--- config.mk ---
export PLATFORM = sky130hd
export DESIGN_NAME = rtc_sched
export DESIGN_NICKNAME = d
export VERILOG_FILES = /design/src/rtl/rtc_sched_pkg.sv /design/src/rtl/rtc_sched_rr_pick.sv /design/src/rtl/rtc_sched.sv
export SDC_FILE = /design/constraint.sdc
export NUM_CORES = 1
export LEC_CHECK = 0
export CAP_MARGIN = 20
export CORE_MARGIN = 2
export CORE_UTILIZATION = 50
export DETAILED_ROUTE_END_ITERATION = 12
export DONT_BUFFER_PORTS = 1
export GPL_TIMING_DRIVEN = 0
export PLACE_DENSITY = 0.67
export SYNTH_ARGS = -nofsm -noshare
export SYNTH_HDL_FRONTEND = slang
export SYNTH_SLANG_ARGS = --single-unit
--- constraint.sdc ---
create_clock -name clk_i -period 5.7 [get_ports clk_i]
set_input_delay 1.14 -clock clk_i [delete_from_list [all_inputs] [get_ports clk_i]]
set_output_delay 1.14 -clock clk_i [all_outputs]
set_load 0.01 [all_outputs]
--- src/rtl/rtc_sched_pkg.sv ---
// Shared types and constants for the multi-slot periodic alarm scheduler.
package rtc_sched_pkg;

  // Arbiter FSM encoding.
  typedef enum logic {
    ST_IDLE  = 1'b0,
    ST_GRANT = 1'b1
  } state_e;

  localparam int DEF_N_SLOTS  = 4;
  localparam int DEF_CNT_SIZE = 16;

  // Slot index width for a given slot count (at least one bit).
  function automatic int calc_slot_w(input int n);
    return (n <= 2) ? 1 : $clog2(n);
  endfunction

endpackage

--- src/rtl/rtc_sched_rr_pick.sv ---
// Combinational round-robin finder: first set request bit at or above
// start_i, wrapping past the top of the vector.
module rtc_sched_rr_pick
  import rtc_sched_pkg::*;
#(
  parameter int N = DEF_N_SLOTS,
  parameter int W = calc_slot_w(DEF_N_SLOTS)
) (
  input  logic [N-1:0] req_i,
  input  logic [W-1:0] start_i,
  output logic         valid_o,
  output logic [W-1:0] idx_o
);

  logic [N-1:0] rot;
  logic [W:0]   sum;

  // Rotate the requests so start_i lands on bit 0, take the lowest set bit,
  // then map the offset back to an absolute slot index modulo N.
  always_comb begin
    rot     = N'({req_i, req_i} >> start_i);
    valid_o = 1'b0;
    sum     = '0;
    for (int k = N - 1; k >= 0; k--) begin
      if (rot[k]) begin
        valid_o = 1'b1;
        sum     = {1'b0, start_i} + (W+1)'(k);
      end
    end
    if (sum >= (W+1)'(N)) begin
      sum = sum - (W+1)'(N);
    end
    idx_o = sum[W-1:0];
  end

endmodule

--- src/rtl/rtc_sched.sv ---
// Multi-slot periodic alarm scheduler. Each slot counts shared ticks down
// from its period and raises a pending flag when it wraps; pending slots are
// granted round-robin onto a single interrupt line.
//
// Interrupt handshake: int_o rises with int_vec_o naming the granted slot and
// both hold steady until the core samples int_ack_i=1 (pending of that slot
// clears, int_o drops the next cycle) or software disables the granted slot
// (grant withdrawn, ack ignored). int_o is always low for at least one cycle
// between grants; int_ack_i outside a grant has no effect.
module rtc_sched
  import rtc_sched_pkg::*;
#(
  parameter int N_SLOTS  = DEF_N_SLOTS,
  parameter int CNT_SIZE = DEF_CNT_SIZE,
  parameter int SLOT_W   = calc_slot_w(DEF_N_SLOTS)
) (
  input  logic                clk_i,
  input  logic                rst_i,
  input  logic                tick_i,
  input  logic                cfg_wr_i,
  input  logic [SLOT_W-1:0]   cfg_slot_i,
  input  logic [CNT_SIZE-1:0] cfg_period_i,
  input  logic                cfg_en_i,
  output logic                int_o,
  output logic [SLOT_W-1:0]   int_vec_o,
  input  logic                int_ack_i,
  output logic [N_SLOTS-1:0]  pending_o,
  output logic [N_SLOTS-1:0]  overrun_o
);

  state_e              state_q, state_d;
  logic [CNT_SIZE-1:0] period_q [N_SLOTS];
  logic [CNT_SIZE-1:0] period_d [N_SLOTS];
  logic [CNT_SIZE-1:0] count_q  [N_SLOTS];
  logic [CNT_SIZE-1:0] count_d  [N_SLOTS];
  logic [N_SLOTS-1:0]  en_q, en_d;
  logic [N_SLOTS-1:0]  pending_q, pending_d;
  logic [N_SLOTS-1:0]  overrun_q, overrun_d;
  logic                int_q, int_d;
  logic [SLOT_W-1:0]   vec_q, vec_d;
  logic [SLOT_W-1:0]   rr_q, rr_d;

  logic [N_SLOTS-1:0]  wr_hit, wr_clr, ack_hit, fire, req;
  logic                withdraw, ack_take, pick_valid;
  logic [SLOT_W-1:0]   pick_idx;

  // A write disabling the granted slot withdraws the grant and masks any ack.
  assign withdraw = (state_q == ST_GRANT) && cfg_wr_i && !cfg_en_i && (cfg_slot_i == vec_q);
  assign ack_take = (state_q == ST_GRANT) && int_ack_i && !withdraw;

  // Per-slot decode of config writes and the accepted acknowledge.
  always_comb begin
    wr_hit  = '0;
    ack_hit = '0;
    for (int s = 0; s < N_SLOTS; s++) begin
      wr_hit[s]  = cfg_wr_i && (cfg_slot_i == SLOT_W'(s));
      ack_hit[s] = ack_take && (vec_q == SLOT_W'(s));
    end
    wr_clr = wr_hit & {N_SLOTS{~cfg_en_i}};
  end

  // Slots being cleared by a disabling write this cycle are not offered.
  assign req = pending_q & ~wr_clr;

  rtc_sched_rr_pick #(
    .N (N_SLOTS),
    .W (SLOT_W)
  ) u_rr_pick (
    .req_i   (req),
    .start_i (rr_q),
    .valid_o (pick_valid),
    .idx_o   (pick_idx)
  );

  // Period/count/enable update: a write reloads the slot and hides the tick
  // from it; otherwise an enabled non-zero period counts down and fires on 0.
  always_comb begin
    period_d = period_q;
    count_d  = count_q;
    en_d     = en_q;
    fire     = '0;
    for (int s = 0; s < N_SLOTS; s++) begin
      if (wr_hit[s]) begin
        period_d[s] = cfg_period_i;
        en_d[s]     = cfg_en_i;
        if (cfg_period_i == '0) begin
          count_d[s] = '0;
        end else begin
          count_d[s] = cfg_period_i - CNT_SIZE'(1);
        end
      end else if (tick_i && en_q[s] && (period_q[s] != '0)) begin
        if (count_q[s] == '0) begin
          count_d[s] = period_q[s] - CNT_SIZE'(1);
          fire[s]    = 1'b1;
        end else begin
          count_d[s] = count_q[s] - CNT_SIZE'(1);
        end
      end
    end
  end

  // Pending/overrun flags: ack clears, fire sets (fire wins over a same-slot
  // ack without overrun), a write clears overrun and, if disabling, pending.
  always_comb begin
    pending_d = pending_q;
    overrun_d = overrun_q;
    for (int s = 0; s < N_SLOTS; s++) begin
      if (ack_hit[s]) begin
        pending_d[s] = 1'b0;
      end
      if (fire[s]) begin
        pending_d[s] = 1'b1;
        if (pending_q[s] && !ack_hit[s]) begin
          overrun_d[s] = 1'b1;
        end
      end
      if (wr_hit[s]) begin
        overrun_d[s] = 1'b0;
        if (!cfg_en_i) begin
          pending_d[s] = 1'b0;
        end
      end
    end
  end

  // Arbiter next state: grant from IDLE, release on ack or withdrawal.
  always_comb begin
    state_d = state_q;
    int_d   = int_q;
    vec_d   = vec_q;
    rr_d    = rr_q;
    case (state_q)
      ST_IDLE: begin
        if (pick_valid) begin
          state_d = ST_GRANT;
          int_d   = 1'b1;
          vec_d   = pick_idx;
        end
      end
      ST_GRANT: begin
        if (withdraw) begin
          state_d = ST_IDLE;
          int_d   = 1'b0;
        end else if (int_ack_i) begin
          state_d = ST_IDLE;
          int_d   = 1'b0;
          rr_d    = (vec_q == SLOT_W'(N_SLOTS - 1)) ? '0 : vec_q + SLOT_W'(1);
        end
      end
      default: begin
        state_d = ST_IDLE;
        int_d   = 1'b0;
      end
    endcase
  end

  // All state registers, synchronous active-high reset.
  always_ff @(posedge clk_i) begin
    if (rst_i) begin
      for (int s = 0; s < N_SLOTS; s++) begin
        period_q[s] <= '0;
        count_q[s]  <= '0;
      end
      en_q      <= '0;
      pending_q <= '0;
      overrun_q <= '0;
      state_q   <= ST_IDLE;
      int_q     <= 1'b0;
      vec_q     <= '0;
      rr_q      <= '0;
    end else begin
      for (int s = 0; s < N_SLOTS; s++) begin
        period_q[s] <= period_d[s];
        count_q[s]  <= count_d[s];
      end
      en_q      <= en_d;
      pending_q <= pending_d;
      overrun_q <= overrun_d;
      state_q   <= state_d;
      int_q     <= int_d;
      vec_q     <= vec_d;
      rr_q      <= rr_d;
    end
  end

  assign int_o     = int_q;
  assign int_vec_o = vec_q;
  assign pending_o = pending_q;
  assign overrun_o = overrun_q;

endmodule
# --- Yosys cells after proc, flatten, opt, wreduce, memory -nomap -nowiden ---
# Cells that the tools add are included.
classes:
  n_eq_ne: 9
  n_mux: 59
  n_bitwise: 6
  n_reduce_logical: 57
  magnitude_cmp: 1
  shift: 1
  n_addsub: 14
ops:
  columns: ["operator", "count"]
  rows:
  - ["$mux W16", 13]
  - ["$sub A16 B1 Y16 const B", 9]
  - ["$logic_not A16 Y1", 5]
  - ["$reduce_bool A16 Y1", 4]
  - ["$mux W1", 38]
  - ["$logic_and A1 B1 Y1", 25]
  - ["$mux W3", 4]
  - ["$reduce_and A2 Y1", 6]
  - ["$and A4 B4 Y4", 2]
  - ["$eq A2 B2 Y1 const B", 4]
  - ["$reduce_bool A2 Y1", 4]
  - ["$reduce_or A2 Y1", 4]
  - ["$shr A8 B2 Y4", 1]
  - ["$add A2 B2 Y3 const B", 2]
  - ["$logic_not A1 Y1", 6]
  - ["$eq A2 B1 Y1 const B", 2]
  - ["$logic_not A2 Y1", 2]
  - ["$mux W2", 2]
  - ["$not A4 Y4", 1]
  - ["$pmux W1 S2", 2]
  - ["$add A2 B1 Y3 const B", 1]
  - ["$ge A3 B3 Y1 const B", 1]
  - ["$ne A3 B2 Y1 const B", 1]
  - ["$not A1 Y1", 3]
  - ["5 further kinds", 5]
word_totals:
  reg_bits: 146
  elab_cells: 168
  out_inout_bits: 11
  in_bits: 24

# --- Logic depth before layout (Yosys ltp) ---
logic_depth:
  ltp_word: 12
  depth_mapped: 12
  mapped_depth_nobuf: 11

# --- Cells and area by module ---
# A second synthesis with hierarchy kept.
unflattened:
  cells_unflattened: 1224
  hier_area_um2: 8989.9
modules_own_cells:
  columns: ["module", "area_per_inst_um2", "cells_per_inst", "seq_area_each_um2", "instances"]
  rows:
  - ["rtc_sched", 8912.3, 1209, 2922.8, 1]
  - ["rtc_sched_rr_pick", 77.6, 15, 0.0, 1]

# --- Worst setup path before layout ---
# No wires, ideal clock.
synth_timing:
  path_kind: "flip-flop to flip-flop"
  startpoint: "register count_q[57] (netlist name)"
  endpoint: "register count_q[56] (netlist name)"
  t_required_ns: 5.568
  arrival_ns: 3.014
  period_less_slack_ns: 3.146
  path_stages_with_launch: 12
  setup_ns: 0.132
  n_path_buf: 1
  path_slack_ns: 2.554
  path_cell_list: "dfxtp_1 > or4_1 > or4_1 > nor2_1 > buf_2 > a21oi_1 > ha_1 > nand3_1 > a31oi_1 > a211o_1 > o221ai_1 > a21oi_1"
synth_between:
  elab_chain_len: 4
synth_lines:
  columns: ["element", "line", "rtl"]
  rows:
  - ["start, declared", "rtc_sched.sv:34", "logic [CNT_SIZE-1:0] count_q [N_SLOTS];"]
  - ["start signal, assigned by index", "rtc_sched.sv:174", "count_q[s] <= count_d[s];"]
  - ["$logic_not A16 Y1", "rtc_sched.sv:92", "if (count_q[s] == '0) begin"]
  - ["$mux W16", "rtc_sched.sv:92", null]
  - ["$mux W16", "rtc_sched.sv:91", "end else if (tick_i && en_q[s] && (period_q[s] != '0)) begin"]
  - ["$mux W16", "rtc_sched.sv:83", "if (wr_hit[s]) begin"]
# Every way passes these cells. The select of a mux whose other input is x is not followed.
# A chain may end at the register's enable or synchronous reset.

# --- Worst setup path in the final report ---
# Same ends and word-level chain as after synthesis.

==> reports/results.md <==
* run status: finished clean
* HP Class: flop to flop
* ratio of total power to cell area: 305 mW/mm2
* latest clock arrival within the worst-skew pair: 0.44 ns
* final setup skew: 0.0115 ns
* Fin. Hold Viols: 0
* category of the most critical setup path: flop to flop
* max_cap viols: 0
* gate count of the mapped netlist: 1201
* CTS Root Buffer Type: clkbuf_16
* antenna-violating nets left: 0
* Post-Route WL: 33500 um
* Post-Place Worst Slack: 1.76 ns
* die outline height: 137 um
* Unique masters post-synth: 81
* TritonCTS clock tree: yes
* crit path max-delay cell type: or4_1
* worst rel slew slack: 24.2%
* cts bufs inserted: 17
* post-synth net total: 1234
* post-synth top area cell: dfxtp_1
* Layout fillers: 1670
* io pins: 35
* gr usage total: 35.6%
* Port Buf Inserts: 0
* ys flop type: dfxtp_1
* sequence of cells on the critical path: or4_1 > or4_1 > nor2_1 > buf_2 > a21oi_1 > ha_1 > nand3_1 > a31oi_1 > a211o_1 > o221ai_1 > a21oi_1
* Crit Path Max Fanout: 10
* Worst Tran Pin Value: 1.11 ns
* x dimension of the die: 137 um
* placed wire-length estimate after detailed placement: 22800 um
* number of hold-repair buffers added at the cts stage: 0
* wire length of the first global-routing pass: 50300 um
* EDFF count, synth: 0
* total area of multi-input combinational cells: 0.00558 mm2
* Setup-failing EPs final: 0
* # rows: 48
* drt first pass iters: 7
* Clock Path Buffers: 2
* GRT Residual Overflow: 0
* startpoint kind of the worst setup timing path: flop
* register area: 0.00292 mm2
* maximum cell stage delay along the critical path: 0.66 ns
* Sink Count: 146
* die footprint: 0.0188 mm2
* total of cells resized after clock tree synthesis: 0
* antenna violations before repair: 0
* H-tree level count: 4
* share of post-route cells with drive strength above 1: 5.34%
* number of buffer and inverter stages on the critical path: 1
* gpl congestion: 0.961
* vias in the first global route: 8962
* setup_tns: 0 ns
* maximum vdd ir drop: 0.227 mV
* Static Leakage: 3.38 nW
* count of state elements after synthesis: 146
* leading post-synthesis cells by cell area: dfxtp_1, a21oi_1, nand2_1, nor2_1, clkbuf_1
* slack of the critical path: 1.91 ns
* Achievable Freq: 264 MHz
* Crit path required time: 5.98 ns
* wire per inst: 22.9 um
* arrival time of data at the critical path endpoint: 4.07 ns
* maximum number of pins on one net before global-route repair: 17
* synth warn: 0
* largest delay contributor family on the critical path: simple AND/OR/NAND/NOR gates
* clock input transition at the sequential cells of the worst setup and hold paths: 0.06 ns
* starting density of the core: 51.2%
* portion of the clock cycle consumed by the worst path in the final layout: 66.5%
* time the worst path needs with I/O delays and setup: 3.79 ns
* count of routing violations after the opening detailed-route iteration: 1476
* Post-synth ARST share: 0%
* top cell type's share of synthesized area: 33.0%
* crit path capture type: flop
* part of the Yosys area used for sequential elements: 33.0%
* layout net count: 1255
* ratio of routed vias to standard cells: 6.87
* remaining routing DRC violations: 0
* unrepaired setup endpoints after global routing: no
* netlist area before placement: 0.00886 mm2
* Avg Cell Area, Syn: 7.38 um2
* Std-Cell Core Area: 0.0173 mm2
* final max-slew violation count: 0
* post-CTS setup-driven buffer insertion count: 0
* Layout Area Growth over Synthesis: 10.3%
* routed via count: 10.0k
==> cell families after synthesis <==
family,count (synthesis),share of synthesized area (%)
simple gates,516,27.7
xor+xnor,20,1.98
fa+ha+maj,9,1.27
mux,18,2.09
buf+inv,94,4.12
compound gates,398,29.8
flops,146,33.0
==> power breakdown <==
part / internal [mW] / switching, mW / total (mW)
logic: 0.226 / 0.460 / 0.686
registers: 1.06 / 0.0564 / 1.12
clock network: 0.716 / 0.462 / 1.18
==> per-stage QoR <==
stage / std cells / hold slack, ns / utilization [%] / total power, mW / instance area [um2]
floorplan: 1201 / 0.432 / - / 1.61 / 8860
global placement: 1426 / 0.440 / 52.9 / 1.79 / 9150
detailed placement: 1427 / 0.445 / 52.9 / 1.79 / 9150
CTS: 1459 / 0.454 / 56.4 / 2.95 / 9760
global route: 1460 / 0.468 / 56.5 / 3.07 / 9770
finish: 1462 / 0.450 / 56.5 / 2.98 / 9770
==> area by class of cell <==
class	instances	share of cell area, %
diodes	2	0.0512
plain buffers	83	3.32
clock buffers	25	5.27
clock inverters	7	0.973
inverters	11	0.422
multi-input cells	961	57.0
flip-flops and latches	146	29.9
well taps	225	2.88
repair buffers	2	0.128
==> routing by layer <==
metal | vias up | global-route usage [%] | share of wire [%]
met5 | - | 0 | 0
met4 | 0 | 19.7 | 5.2
met3 | 145 | 9.52 | 11
met2 | 643 | 54.8 | 44
met1 | 4703 | 45.2 | 39
li1 | 4553 | - | -
==> sequential cells by signal, summed over array words and instances, names as in the netlist <==
name and flops:
count_q 64, period_q 64, en_q 4, overrun_o 4, pending_o 4, int_vec_o 2
rr_q 2, int_o 1, state_q 1
==> worst register-to-register path: stages (launching register included) <==
cell	delay, ns
dfxtp_1	0.38
or4_1	0.62
or4_1	0.66
nor2_1	0.34
buf_2	0.33
a21oi_1	0.14
ha_1	0.31
nand3_1	0.21
a31oi_1	0.08
a211o_1	0.32
o221ai_1	0.18
a21oi_1	0.08
==> path summary, 6_finish.rpt <==
path / end / startpoint / depth (start not counted) / slack (ns)
hold reg to reg: en_q[3] / en_q[3] / 2 / 0.45
hold / removal: en_q[3] / en_q[3] / 2 / 0.45
setup / recovery: count_q[56] / count_q[57] / 11 / 1.91
setup reg to reg: count_q[56] / count_q[57] / 11 / 1.91
==> layout by cell type (no fill, tap or decap), types with 11 or more instances in the layout <==
cell and instances:
nand3_1 27, clkbuf_16 17, o22ai_1 12, clkbuf_1 74, nand4_1 12, o31ai_1 12, a211oi_1 15, nor2_1 106
or3_1 14, or4_1 17, dfxtp_1 146, a31oi_1 27, mux2i_1 14, nand2_1 204, nor3_1 46, a311oi_1 11
a21oi_1 156, nor4_1 28, o211ai_1 13, a221oi_1 12, inv_1 11, o21ai_0 40, xnor2_1 13
==> cell usage after synthesis, types with 11 or more instances <==
| cell type | n |
|---|---|
| nand2_1 | 204 |
| mux2i_1 | 14 |
| or4_1 | 17 |
| a31oi_1 | 27 |
| a311oi_1 | 11 |
| o211ai_1 | 13 |
| nor3_1 | 46 |
| xnor2_1 | 13 |
| o22ai_1 | 12 |
| clkbuf_1 | 72 |
| nand3_1 | 27 |
| nand4_1 | 12 |
| nor4_1 | 28 |
| inv_1 | 11 |
| a21oi_1 | 156 |
| or3_1 | 14 |
| a221oi_1 | 12 |
| o31ai_1 | 12 |
| a211oi_1 | 15 |
| o21ai_0 | 40 |
| nor2_1 | 106 |
| dfxtp_1 | 146 |
No activity file was read; power rests on OpenSTA's default activity.
